<file path="src/rtl/bounce_generator_pkg.sv">
// Shared constants for the contact-bounce emulator: LFSR geometry, FSM encoding, default seed.
package bounce_generator_pkg;

  localparam int          LFSR_W       = 16;
  // Taps x^16 + x^14 + x^13 + x^11 + 1 mapped onto bits 15, 13, 12, 10.
  localparam logic [15:0] LFSR_TAPS    = 16'hB400;
  localparam logic [15:0] DEFAULT_SEED = 16'hACE1;

  typedef enum logic {
    ST_IDLE   = 1'b0,
    ST_BOUNCE = 1'b1
  } bounce_state_e;

  function automatic logic [LFSR_W-1:0] lfsr_next(input logic [LFSR_W-1:0] cur);
    return {cur[LFSR_W-2:0], ^(cur & LFSR_TAPS)};
  endfunction

endpackage

</file>
<file path="src/rtl/bounce_generator_channel.sv">
// One bounce channel: follows a commanded level, bouncing pseudo-randomly for a fixed
// number of cycles after every commanded change.
//
// state     | meaning
// ----------+------------------------------------------------------------
// ST_IDLE   | output settled at target; waiting for clean to differ
// ST_BOUNCE | output glitching; settles to target when bounce_cnt hits 0
module bounce_channel
  import bounce_generator_pkg::*;
#(
  parameter int BOUNCE_CYCLES = 20,
  parameter int TOGGLE_PERIOD = 2
) (
  input  logic clk,
  input  logic rst,
  input  logic clean_i,
  input  logic lfsr_bit_i,
  output logic glitchy_o,
  output logic bouncing_o
);

  localparam int BW = $clog2(BOUNCE_CYCLES + 1);
  localparam int PW = $clog2(TOGGLE_PERIOD + 1);
  localparam logic [BW-1:0] BOUNCE_LOAD = BW'(BOUNCE_CYCLES - 1);
  localparam logic [PW-1:0] PHASE_LOAD  = PW'(TOGGLE_PERIOD - 1);

  bounce_state_e   state_q;
  logic            target_q;
  logic            glitchy_q;
  logic            bouncing_q;
  logic [BW-1:0]   bounce_cnt_q;
  logic [PW-1:0]   phase_cnt_q;

  always_ff @(posedge clk) begin
    if (rst) begin
      state_q      <= ST_IDLE;
      target_q     <= 1'b0;
      glitchy_q    <= 1'b0;
      bouncing_q   <= 1'b0;
      bounce_cnt_q <= '0;
      phase_cnt_q  <= '0;
    end else if (clean_i != target_q) begin
      // New command (from IDLE or a reversal mid-bounce): forced first glitch, reload timers.
      state_q      <= ST_BOUNCE;
      target_q     <= clean_i;
      glitchy_q    <= ~glitchy_q;
      bouncing_q   <= 1'b1;
      bounce_cnt_q <= BOUNCE_LOAD;
      phase_cnt_q  <= PHASE_LOAD;
    end else if (state_q == ST_BOUNCE) begin
      if (bounce_cnt_q == '0) begin
        state_q    <= ST_IDLE;
        glitchy_q  <= target_q;
        bouncing_q <= 1'b0;
      end else begin
        bounce_cnt_q <= bounce_cnt_q - 1'b1;
        if (phase_cnt_q == '0) begin
          glitchy_q   <= glitchy_q ^ lfsr_bit_i;
          phase_cnt_q <= PHASE_LOAD;
        end else begin
          phase_cnt_q <= phase_cnt_q - 1'b1;
        end
      end
    end
  end

  assign glitchy_o  = glitchy_q;
  assign bouncing_o = bouncing_q;

endmodule

</file>
<file path="src/rtl/bounce_generator.sv">
// Multi-channel contact-bounce emulator: one shared free-running LFSR feeding
// independent per-channel bounce FSMs.
module bounce_generator
  import bounce_generator_pkg::*;
#(
  parameter int          width         = 1,
  parameter int          bounce_cycles = 20,
  parameter int          toggle_period = 2,
  parameter logic [15:0] lfsr_seed     = DEFAULT_SEED
) (
  input  logic             clk,
  input  logic             rst,
  input  logic [width-1:0] clean_signal,
  output logic [width-1:0] glitchy_signal,
  output logic [width-1:0] bouncing
);

  logic [LFSR_W-1:0] lfsr_q;
  logic [LFSR_W-1:0] lfsr_d;

  assign lfsr_d = lfsr_next(lfsr_q);

  always_ff @(posedge clk) begin
    if (rst) lfsr_q <= lfsr_seed;
    else     lfsr_q <= lfsr_d;
  end

  for (genvar i = 0; i < width; i++) begin : g_chan
    bounce_channel #(
      .BOUNCE_CYCLES (bounce_cycles),
      .TOGGLE_PERIOD (toggle_period)
    ) u_chan (
      .clk        (clk),
      .rst        (rst),
      .clean_i    (clean_signal[i]),
      .lfsr_bit_i (lfsr_q[i]),
      .glitchy_o  (glitchy_signal[i]),
      .bouncing_o (bouncing[i])
    );
  end

endmodule

</file>
<file path="config.mk">
export PLATFORM = sky130hd
export DESIGN_NAME = bounce_generator
export DESIGN_NICKNAME = d
export VERILOG_FILES = /design/src/rtl/bounce_generator_pkg.sv /design/src/rtl/bounce_generator_channel.sv /design/src/rtl/bounce_generator.sv
export SDC_FILE = /design/constraint.sdc
export NUM_CORES = 1
export LEC_CHECK = 0
export CORE_MARGIN = 2
export CORE_UTILIZATION = 49
export DETAILED_ROUTE_END_ITERATION = 8
export PLACE_DENSITY_LB_ADDON = 0.15
export RECOVER_POWER = 50
export SYNTH_ARGS = -nofsm -noshare
export SYNTH_HDL_FRONTEND = slang
export SYNTH_SLANG_ARGS = --single-unit
</file>
<file path="constraint.sdc">
create_clock -name clk -period 1.6 [get_ports clk]
set_clock_uncertainty 0.05 [all_clocks]
set_input_delay 0.24 -clock clk [delete_from_list [all_inputs] [get_ports clk]]
set_output_delay 0.24 -clock clk [all_outputs]
set_load 0.005 [all_outputs]
</file>
# [After elaboration in Yosys (flattened, before gate mapping)]
# Cells that the tools add are included.
[word_totals] reg_bits=27 output_inout_bits=2 inputBits=3 elab_cells=44
[op_classes] n_eq_ne=2 addsub=2 reduce_logical=11 n_bitwise=3 muxes=17
[op_table] operator="$reduce_xor A16 Y1" n=1
[op_table] operator="$mux W5" n=3
[op_table] operator="$mux W1" n=13
[op_table] operator="$reduce_and A2 Y1" n=4
[op_table] operator="$logic_not A5 Y1" n=1
[op_table] operator="$sub A5 B1 Y5 const B" n=1
[op_table] operator="$reduce_bool A2 Y1" n=2
[op_table] operator="$reduce_bool A3 Y1" n=1
[op_table] operator="$logic_not A2 Y1" n=1
[op_table] operator="$mux W2" n=1
[op_table] operator="$ne A2 B1 Y1 const B" n=1
[op_table] operator="$not A1 Y1" n=2
[op_table] operator="$reduce_or A2 Y1" n=1
[op_table] operator="$sub A2 B1 Y2 const B" n=1
[op_table] operator="$ne A1 B1 Y1" n=1
[op_table] operator="$xor A1 B1 Y1" n=1

# [Longest topological paths before layout]
# Gate-level depths: netlist of run 1.
[logic_depth] ltp_word=5 depth_mapped=6 mapped_depth_nobuf=6

# [Hierarchy]
# A second synthesis of run 1 with hierarchy kept.
[unflattened] cells_unflattened=94 hier_area_um2=967.2
[modules_own_cells] module="bounce_channel" n_inst=1 area_each_um2=513.0 cells_each=58 seq_area_each_um2=220.2
[modules_own_cells] module="bounce_generator" n_inst=1 area_each_um2=454.2 cells_each=36 seq_area_each_um2=320.3

# [Worst setup path before layout of run 1]
# OpenSTA, ideal clock, no wires.
[synth_timing] path_type="register -> register" start="reg g_chan[0].u_chan.bounce_cnt_q[0]" end="reg g_chan[0].u_chan.glitchy_q" required_time_ns=1.430 t_arrival_ns=1.479 setup_time_ns=0.120 synth_period_minus_slack_ns=1.649 path_buffers=0 path_stages_with_launch=7 setup_slack_ns=-0.049 path_cell_list="dfxtp_1 -> inv_1 -> ha_1 -> or4b_4 -> nand2_2 -> nor4_1 -> o31a_1"
[synth_between] elab_chain_cells=4 word_cells_on_any_way=6 cone_classes="mux (3); reduce/logical (3)"
[synth_rtl] element="start, declared" line_no="bounce_generator_channel.sv:31" source="logic [BW-1:0] bounce_cnt_q;"
[synth_rtl] element="start signal, assigned" line_no="bounce_generator_channel.sv:56" source="bounce_cnt_q <= bounce_cnt_q - 1'b1;"
[synth_rtl] element="$logic_not A5 Y1 (*)" line_no="bounce_generator_channel.sv:51" source="if (bounce_cnt_q == '0) begin"
[synth_rtl] element="$mux W1" line_no="bounce_generator_channel.sv:51"
[synth_rtl] element="$mux W1" line_no="bounce_generator_channel.sv:50" source="end else if (state_q == ST_BOUNCE) begin"
[synth_rtl] element="$mux W1" line_no="bounce_generator_channel.sv:42" source="end else if (clean_i != target_q) begin"
[synth_rtl] element="end signal, assigned" line_no="bounce_generator_channel.sv:46" source="glitchy_q <= ~glitchy_q;"
[synth_rtl] element="end signal, assigned" line_no="bounce_generator_channel.sv:53" source="glitchy_q <= target_q;"
[synth_rtl] element="end signal, assigned" line_no="bounce_generator_channel.sv:58" source="glitchy_q <= glitchy_q ^ lfsr_bit_i;"
[synth_rtl] element="end, declared" line_no="bounce_generator_channel.sv:29" source="logic glitchy_q;"
# Every way passes the cells marked *; elsewhere a longest branch is shown, timed or not. The select of a mux whose other input is x is not followed.
# A chain may end at the register's enable or synchronous reset.

# [Worst setup path after layout of run 1]
# Ends and elaborated chain as after synthesis.

==> summary.md, run 1 <==
| Metric | Value |
|---|---|
| CTS H-Tree Depth | 1 |
| Tot Pwr | 1.296 mW |
| CTS tree | yes |
| Floorplan core area | around 1800 um2 |
| Port Buffers | 4 |
| Cells after synthesis | 90 |
| Met3 Routed Length | 41 um |
| Seq cells post-synth | 27 |
| Final worst path period share | 1.028 |
| Tot GR Track Use | 0.1661 |
| Post-synth top area share | 0.5775 |
| Hold path depth | 1 |
| Vias after detailed routing | 621 |
| Ys Warns | 0 |
| Cell taking the most area after synthesis | dfxtp_1 |
| Max-cap viol count | 0 |
| Fill cells | 160 |
| Post-route DRC | 0 |
| CTS buffer count | 3 |
| Synthesized cell area | a little over 900 um2 |
| Hold Vio Cnt, Final | 0 |
| Static Leak | around 0.47 nW |
| Antenna Nets Post-Route | 0 |
| First DRT Iteration DRCs | 7 |
| CTS sink cnt | 27 |
| Clk_lat worst skew | between 0.3 and 0.4 ns |
| CP Data Arrival Time | 1.87 ns |
| Final Max Tran Viols | 0 |
| Commonest cells after routing, fill and taps aside | 25 x dfxtp_1, 9 x nor2b_1, 9 x buf_4 |
| Setup violators final | 2 |
| Antenna Cells | 0 |
| Least-Margin Pin Slew | 0.3689 ns |
| Area after DPL | 1070 um2 |
| Sequential fraction of the synthesis area | 0.5775 |
| First drt pass iteration count | 3 |
| Die area | 2276 um2 |
| Failing checks | setup timing |
| VDD IR max | ~780 uV |
| Worst Reg-to-Reg Cells | 6 |
| P per Cell Area | 1114 nW/um2 |
| RSZ-0062 raised after global routing | true |
| DPL Wire Length | roughly 930 um |
| Largest net degree at the start of global routing | 16 |
| Routed vias/inst | about 4.7 |
| Area of the multi-input gates | 412.9 um2 |
| Slew headroom | 0.7541 |
| GPL Wtd Cong | 0.7350 |
| Synth area leaders | dfxtp_1 58%, nor2b_1 6.0%, or2_2 6.0% |
| Final worst slack | -0.04402 ns |
| CTS max path bufs | 2 |
| Commonest non-fill, non-tap cell in the layout | dfxtp_1 |
| Critical register-to-register path endpoint | g_chan[0].u_chan.glitchy_o |
| Synth Net Count | 94 |
| Nets@finish | ~110 |
| Syn_area_per_cell | 10.40 um2 |
| Crit Path Max Fanout | 4 |
| M1 WL | 778 um |
| Max Used Layer | met4 |
| CP Capture Type | flop |
| Hold Crit Class | reg -> reg |
| Width of the die | 47.71 um |
| Setup crit start kind | flop |
| Share of layout cells above drive strength 1 | 0.3333 |
| Number of global-route vias before repair | 589 |
| Finished layout cell area | 1164 um2 |
| Hold Crit Start | lfsr_q[5] |
| Met2 routed WL | roughly 630 um |
| Root Buffer | clkbuf_4 |
| Sequential Area | 543.0 um2 |
| Fin Setup TNS | -0.04460 ns |
| Period minus WS final | roughly 1.6 ns |
| Drt wl/cell | 11.04 um |
| Outcome | finished, violations left |
| # rows | 15 |
| Top Ports | 5 |
| Critical R2R Launch | g_chan[0].u_chan.bounce_cnt_q[0] |
| Netlist cell types | 26 |
| Crit Path Category | reg -> reg |
| Critical Path RT | 1.83 ns |
| Die Y | 47.71 um |
| Total gr overflow | 0 |
| Max Freq | 608.3 MHz |
| Area Growth Syn to Fin | 24.33% |
| Initial antenna violation count | 0 |
| FF-to-FF setup slack | -0.04 ns |
| Starting Density | 0.5305 |
| Final WL | about 1.5 mm |
| First-pass GRT wire length | 2.518 mm |
| Clock slew at reported path FFs | 0.15 ns |
| Worst min-delay path endpoint | lfsr_q[6] |
| Dpl ws | -0.04112 ns |
| Post-CTS Hold Fix Bufs | 0 |
-- sequential cells by signal (all words and copies together), names as in the netlist --
name                        cells
g_chan.u_chan.bouncing_o        1
g_chan.u_chan.state_q           1
g_chan.u_chan.target_q          1
g_chan.u_chan.phase_cnt_q       2
g_chan.u_chan.bounce_cnt_q      5
g_chan.u_chan.glitchy_o         1
lfsr_q                         16
-- synthesized netlist by cell type --
| master | number |
|---|---|
| inv_1 | 4 |
| o21ai_0 | 1 |
| and2_1 | 1 |
| or2_2 | 9 |
| a21oi_2 | 1 |
| xor2_1 | 4 |
| nand2_2 | 1 |
| or2_1 | 1 |
| a21boi_1 | 1 |
| o31ai_1 | 1 |
| o31a_1 | 1 |
| dfxtp_1 | 27 |
| a31oi_1 | 2 |
| or4b_4 | 1 |
| ha_1 | 1 |
| nor3_1 | 1 |
| clkbuf_1 | 2 |
| nor2b_1 | 9 |
| xnor2_1 | 4 |
| nor2_1 | 3 |
| and4b_1 | 1 |
| nor4_1 | 1 |
| a21oi_1 | 5 |
| nand2b_1 | 2 |
| nand3_1 | 2 |
| nand2_1 | 4 |
-- cell families after synthesis --
kind of cell             synth area share
XOR/XNOR                          0.07486
flip-flops                         0.5775
adder cells (fa/ha/maj)           0.01337
AO/OA/AOI/OAI                     0.08021
AND/OR/NAND/NOR                    0.2299
buffers and inverters             0.02406
-- where the power goes --
group	total (mW)	internal (mW)	switching [mW]
clock	0.293	0.0939	0.199
combinational	0.243	0.144	0.0991
sequential	0.760	0.727	0.0333
-- worst max-delay path: stages (launching register included) --
cell and delay (ns):
dfxtp_2 0.35, inv_2 0.07, ha_4 0.12, or4b_4 0.51
or2_4 0.26, a21oi_2 0.11, o31a_1 0.13
-- through the flow --
| step | utilization | hold WS [ns] | cells |
|---|---|---|---|
| final | 0.6596 | 0.3696 | 133 |
| after global routing | 0.6596 | 0.4034 | 133 |
| after CTS | 0.6397 | 0.3815 | 131 |
| after detailed placement | 0.6064 | 0.3484 | 124 |
| after global placement | 0.6064 | 0.3435 | 124 |
| after floorplan | - | 0.2616 | 90 |
-- cell type report --
class	count	share of cell area
clock inverter	1	0.004301
sequential	27	0.4667
inverter	4	0.01290
clock buffer	3	0.01935
multi-input combinational	57	0.3548
timing repair buffer	16	0.1151
tap	25	0.02688
-- what timing repair did --
item	in CTS	in global routing
pin swaps	5	6
resized for setup	4	6
buffers inserted	3	2
setup endpoints to repair	3	6
gates cloned	0	0
-- worst max-delay path by stage --
| stage | from | end | slack, ns | cells after the start |
|---|---|---|---|---|
| 2_1_floorplan | g_chan[0].u_chan.bounce_cnt_q[0] | g_chan[0].u_chan.glitchy_o | 0.01 | 6 |
| 3_3_place_gp | g_chan[0].u_chan.bounce_cnt_q[0] | g_chan[0].u_chan.glitchy_o | -0.02 | 6 |
| 3_5_place_dp | g_chan[0].u_chan.bounce_cnt_q[0] | g_chan[0].u_chan.glitchy_o | -0.04 | 6 |
| 4_1_cts | g_chan[0].u_chan.bounce_cnt_q[0] | g_chan[0].u_chan.glitchy_o | -0.03 | 6 |
| 5_1_grt | g_chan[0].u_chan.bounce_cnt_q[0] | g_chan[0].u_chan.glitchy_o | -0.09 | 6 |
| 6_report | g_chan[0].u_chan.bounce_cnt_q[0] | g_chan[0].u_chan.glitchy_o | -0.04 | 6 |
-- layer usage --
layer  GRT usage  vias up
li1            -      329
met1      0.2222      285
met2      0.2213        5
met3     0.07170        2
met4     0.09730        0
met5           0        -
(Power assumes the default switching activity.)
==> inputs of run 2 (changes only) <==
CORE_ASPECT_RATIO = 1.4   (was default)
==> run 2 against run 1 <==
Net effect:
- the flow still finishes with violations (setup timing)
- register-to-register slack improved by 0.03 ns
- sequential power about the same
- core utilization decreased by 3.2 points
- sequential share of layout area increased by 1.8 points
- die area increased by 0.21%
- worst hold slack improved by 0.0078 ns
- setup slack improved by 0.026 ns
- clock power decreased by 3%
- largest power group unchanged
==> summary.md, run 2 (synthesis gave the netlist of run 1 again) <==
| Metric | Value |
|---|---|
| # rows | 18 |
| CP Data Arrival Time | 1.85 ns |
| Final worst path period share | 1.011 |
| P per Cell Area | 1129 nW/um2 |
| Hold Vio Cnt, Final | 0 |
| Slowest cell on crit path | or4b_4 |
| Crit Path Category | reg -> reg |
| Setup crit start kind | flop |
| RSZ-0062 raised after global routing | true |
| CP Capture Type | flop |
| Width of the die | 40.94 um |
| Total gr overflow | 0 |
| Setup violators final | 2 |
| Reg with most FFs | lfsr_q |
| P_int | roughly 0.95 mW |
| Least-Margin Pin Slew | around 0.94 ns |
| Number of global-route vias before repair | roughly 570 |
| First DRT Iteration DRCs | 4 |
| Nets@finish | 110 |
| CTS max path bufs | 2 |
| First drt pass iteration count | 4 |
| Root Buffer | clkbuf_4 |
| Vias after detailed routing | 622 |
| CP Cell Sequence | inv_2 > ha_4 > or4b_4 > or2_1 > a21oi_2 > o31a_1 |
| Post-route DRC | 0 |
| Drt wl/cell | 10.90 um |
| Final Max Tran Viols | 0 |
| Sw power | 0.3104 mW |
| Comb power frac | 0.174 |
| CTS tree | yes |
| Top Ports | 5 |
| CTS buffer count | 3 |
| Hold Crit Class | reg -> reg |
| Commonest non-fill, non-tap cell in the layout | dfxtp_1 |
| Final worst slack | -0.01826 ns |
| Period minus WS final | 1.618 ns |
| Initial antenna violation count | 0 |
| Biggest regs | lfsr_q x16, g_chan.u_chan.bounce_cnt_q x5, g_chan.u_chan.phase_cnt_q x2 |
| Antenna Nets Post-Route | 0 |
| Sequential power share | 0.601 |
| Area after DPL | ~1100 um2 |
| Largest net degree at the start of global routing | 27 |
| Fin util | 0.6280 |
| Placed Cells | 120 |
| Switching Fraction | 0.2461 |
| Floorplan core area | 1779 um2 |
| Commonest cells after routing, fill and taps aside | 26 x dfxtp_1, 9 x nor2b_1, 8 x or2_2 |
| Finished layout cell area | 1117 um2 |
| Static Leak | 0.4570 nW |
| Finished Layout Cells | 125 |
| Max incr delay on CP | 0.50 ns |
| Crit Path Max Fanout | 5 |
| VDD IR max | 804.8 uV |
| Critical Path RT | approximately 1.8 ns |
| CTS sink cnt | 27 |
| Clock slew at reported path FFs | about 0.14 ns |
| Failing checks | setup timing |
| Final WL | 1.363 mm |
| Share of layout cells above drive strength 1 | 0.2667 |
| Die Y | between 50 and 60 um |
| CTS H-Tree Depth | 1 |
| Starting Density | 0.5260 |
| Routed vias/inst | 4.976 |
| DPL Wire Length | around 930 um |
| Antenna Cells | 0 |
| Clk_lat worst skew | roughly 0.32 ns |
| First-pass GRT wire length | between 2 and 2.5 mm |
| Die area | 2280 um2 |
| Outcome | finished, violations left |
| Clk pwr share | 0.225 |
| Area Growth Syn to Fin | 19.38% |
| Max-cap viol count | 0 |
| Slew headroom | 0.3710 |
| Tot GR Track Use | 0.1382 |
| Max Freq | a little over 600 MHz |
| Port Buffers | 4 |
| GPL Wtd Cong | between 0.6 and 0.7 |
| Largest register FFs | 16 |
==> run 2: cell count changes in the layout (fill, tap and decap cells not counted), sizes merged <==
| cell | change |
|---|---|
| buf | -3 |
==> run 2: power groups by stage <==
stage	Combinational [mW]	Clock, mW	Sequential (mW)
2_1_floorplan	0.133	0	0.766
3_3_place_gp	0.205	0	0.772
3_5_place_dp	0.209	0	0.772
4_1_cts	0.211	0.301	0.759
5_1_grt	0.245	0.314	0.766
6_report	0.220	0.284	0.758
==> run 2: final timing paths <==
path	from	to	slack, ns	cells after the start
setup / recovery	g_chan[0].u_chan.bounce_cnt_q[0]	g_chan[0].u_chan.glitchy_o	-0.02	6
hold / removal	lfsr_q[14]	lfsr_q[15]	0.38	1
setup reg to reg	g_chan[0].u_chan.bounce_cnt_q[0]	g_chan[0].u_chan.glitchy_o	-0.02	6
hold reg to reg	lfsr_q[14]	lfsr_q[15]	0.38	1
==> run 2: worst max-delay path: cells and delay by family, from the launching register on <==
family / cells / cell delay, ns
flip-flops: 1 / 0.35
AO/OA/AOI/OAI: 2 / 0.23
AND/OR/NAND/NOR: 2 / 0.76
buffers and inverters: 1 / 0.07
adder cells (fa/ha/maj): 1 / 0.13
==> run 2: layout make-up <==
class                   count  area (um2)
repair buffers             13       107.6
inverters                   4       15.01
fillers                   151       661.9
clock inverters             1       5.005
multi-input cells          57       400.4
well taps                  20       25.02
clock buffers               3       22.52
flip-flops and latches     27       541.8
==> run 2: per-stage QoR <==
| stage | setup WS, ns | hold slack [ns] | TNS, ns | power [mW] |
|---|---|---|---|---|
| final | -0.01826 | 0.3774 | -0.03047 | 1.262 |
| after global routing | -0.09893 | 0.4016 | -0.5619 | 1.325 |
| after CTS | -0.03132 | 0.3823 | -0.03132 | 1.270 |
| after detailed placement | -0.02366 | 0.3458 | -0.02366 | 0.9817 |
| after global placement | -0.006938 | 0.3440 | -0.006938 | 0.9770 |
| after floorplan | 0.01158 | 0.2616 | 0 | 0.8991 |
==> run 2: layer usage <==
| layer | global-route usage | vias to the layer above | part of all wire |
|---|---|---|---|
| met5 | 0 | - | 0 |
| met4 | 0.07143 | 0 | 0.028 |
| met3 | 0.02400 | 5 | 0.019 |
| met2 | 0.2210 | 5 | 0.50 |
| met1 | 0.1637 | 293 | 0.45 |
| li1 | - | 319 | - |
==> run 2: timing repair <==
| item | CTS | global route |
|---|---|---|
| buffers inserted | 0 | 1 |
| endpoints found under the setup margin | 1 | 6 |
| hold buffers | 0 | 0 |
| pin swaps | 1 | 4 |
| resized for setup | 1 | 3 |
==> inputs of run 3 (changes only) <==
CORE_MARGIN = 4   (was 2)
==> run 3 against run 2 <==
Net effect:
- the run still ends with setup timing left
- largest power group unchanged
- fmax about the same
- core utilization is 1.1 points higher
- register-to-register slack barely moved
- final cell count did not move
- setup slack about the same
- total power is 0.94% higher
- critical endpoint unchanged
- first-iteration DRC count grew to 3.0 times the previous value
- sequential share of layout area fell by 0.80 points
- critical path depth is the same
- worst hold slack better by 0.0058 ns
- die area increased by 18%
==> summary.md, run 3 (synthesis gave the netlist of run 1 again) <==
| Metric | Value |
|---|---|
| Slew headroom | 0.8160 |
| Die Y | about 60 um |
| Outcome | finished, violations left |
| Least-Margin Pin Slew | around 0.27 ns |
| Starting Density | 0.5260 |
| Root Buffer | clkbuf_4 |
| CTS H-Tree Depth | 1 |
| Final worst path period share | 1.012 |
| Nets@finish | 110 |
| P per Cell Area | 1121 nW/um2 |
| Commonest non-fill, non-tap cell in the layout | dfxtp_1 |
| Tot Pwr | 1.273 mW |
| Finished layout cell area | 1136 um2 |
| Clk_lat worst skew | 0.32 ns |
| Hold Crit Class | reg -> reg |
| Share of layout cells above drive strength 1 | 0.2952 |
| Critical Path RT | between 1.5 and 2 ns |
| Area after DPL | 1084 um2 |
| Width of the die | about 45 um |
| CTS buffer count | 3 |
| Area Growth Syn to Fin | 21.39% |
| Total gr overflow | 0 |
| CTS sink cnt | 27 |
| Drt wl/cell | 11.58 um |
| Final WL | roughly 1.4 mm |
| CP Cell Sequence | inv_2 > ha_4 > or4b_4 > or2_4 > a21oi_2 > o31a_1 |
| Clock slew at reported path FFs | 0.15 ns |
| DPL Wire Length | 1.008 mm |
| Antenna Cells | 0 |
| Final Max Tran Viols | 0 |
| Port Buffers | 4 |
| Initial antenna violation count | 0 |
| Floorplan core area | 1779 um2 |
| Setup crit start kind | flop |
| Vias after detailed routing | 620 |
| Crit Path Max Fanout | 5 |
| Failing checks | setup timing |
| GPL Wtd Cong | ~0.75 |
| VDD IR max | 856.1 uV |
| Tot GR Track Use | 0.1320 |
| Post-route DRC | 0 |
| Post-CTS Hold Fix Bufs | 0 |
| Slowest cell on crit path | or4b_4 |
| Largest net degree at the start of global routing | 27 |
| Final worst slack | -0.01847 ns |
| Reg with most FFs | lfsr_q |
| Setup violators final | 1 |
| FF-to-FF setup slack | -0.02 ns |
| # rows | 18 |
| Biggest regs | lfsr_q x16, g_chan.u_chan.bounce_cnt_q x5, g_chan.u_chan.phase_cnt_q x2 |
| Largest register FFs | 16 |
| CTS tree | yes |
| Static Leak | between 0.4 and 0.5 nW |
| Crit Path Category | reg -> reg |
| Antenna Nets Post-Route | 0 |
| First drt pass iteration count | 2 |
| Top Ports | 5 |
| Commonest cells after routing, fill and taps aside | 26 x dfxtp_1, 9 x nor2b_1, 9 x or2_2 |
| Period minus WS final | 1.618 ns |
| CP Capture Type | flop |
| Max-cap viol count | 0 |
| Number of global-route vias before repair | 622 |
| RSZ-0062 raised after global routing | true |
| CTS max path bufs | 2 |
| Max Freq | 617.9 MHz |
| Routed vias/inst | between 4 and 5 |
| First DRT Iteration DRCs | 12 |
| Hold Vio Cnt, Final | 0 |
| First-pass GRT wire length | 2.594 mm |
| Fin util | 0.6385 |
| Dpl ws | -0.01829 ns |
| Max incr delay on CP | 0.50 ns |
| CP Data Arrival Time | about 1.9 ns |
| Die area | 2683 um2 |
[run 3: changes by cell type in the layout (fill, tap and decap cells not counted)]
cell and delta:
or2_2 +1, clkinv_2 -1, clkinvlp_4 +1, buf_12 +1, clkbuf_1 -1, o21ai_1 -1
o21ai_2 +1, buf_6 -1, buf_4 +1, or2_1 -1
[run 3: where the power goes]
group | switching (mW) | internal [mW] | leakage [nW]
Clock | 0.195 | 0.0954 | 0.0139
Combinational | 0.0922 | 0.133 | 0.223
Sequential | 0.0320 | 0.726 | 0.225
[run 3: timing repair]
item / CTS / global route
resized for setup: 1 / 3
cloned: 0 / 0
buffers inserted: 0 / 1
pin swaps: 0 / 4
setup endpoints to repair: 1 / 6
[run 3: path summary, 6_finish.rpt]
kind                            cells past startpoint                    endpoint                             start
worst max-delay path                                6  g_chan[0].u_chan.glitchy_o  g_chan[0].u_chan.bounce_cnt_q[0]
worst min-delay path                                1                  lfsr_q[15]                        lfsr_q[14]
worst max register to register                      6  g_chan[0].u_chan.glitchy_o  g_chan[0].u_chan.bounce_cnt_q[0]
worst min register to register                      1                  lfsr_q[15]                        lfsr_q[14]
[run 3: routing by layer]
| layer | routed length [um] | track usage |
|---|---|---|
| met5 | 0 | 0 |
| met4 | 19 | 0.07531 |
| met3 | 23 | 0.01807 |
| met2 | 774 | 0.2186 |
| met1 | 631 | 0.1597 |
[run 3: final cells by class]
| class | count | area (um2) |
|---|---|---|
| fillers | 160 | 643.1 |
| flip-flops and latches | 27 | 541.8 |
| multi-input cells | 57 | 404.1 |
| repair buffers | 13 | 120.1 |
| well taps | 20 | 25.02 |
| clock buffers | 3 | 22.52 |
| inverters | 4 | 15.01 |
| clock inverters | 1 | 7.507 |
[run 3: per-stage QoR]
| stage | hold slack, ns | instances | TNS (ns) |
|---|---|---|---|
| after floorplan | 0.2616 | 90 | 0 |
| after global routing | 0.4011 | 125 | -0.2604 |
| after detailed placement | 0.3485 | 120 | -0.01829 |
| after CTS | 0.3876 | 124 | -0.03792 |
| final | 0.3832 | 125 | -0.01847 |
| after global placement | 0.3447 | 120 | 0 |
[run 3: critical path, delay by kind of cell, from the launching register on]
kind,cells,cell delay [ns]
and+or+nand+nor,2,0.76
DFF,1,0.35
AOI/OAI and AO/OA,2,0.23
adders and majority gates,1,0.13
buffers and inverters,1,0.07
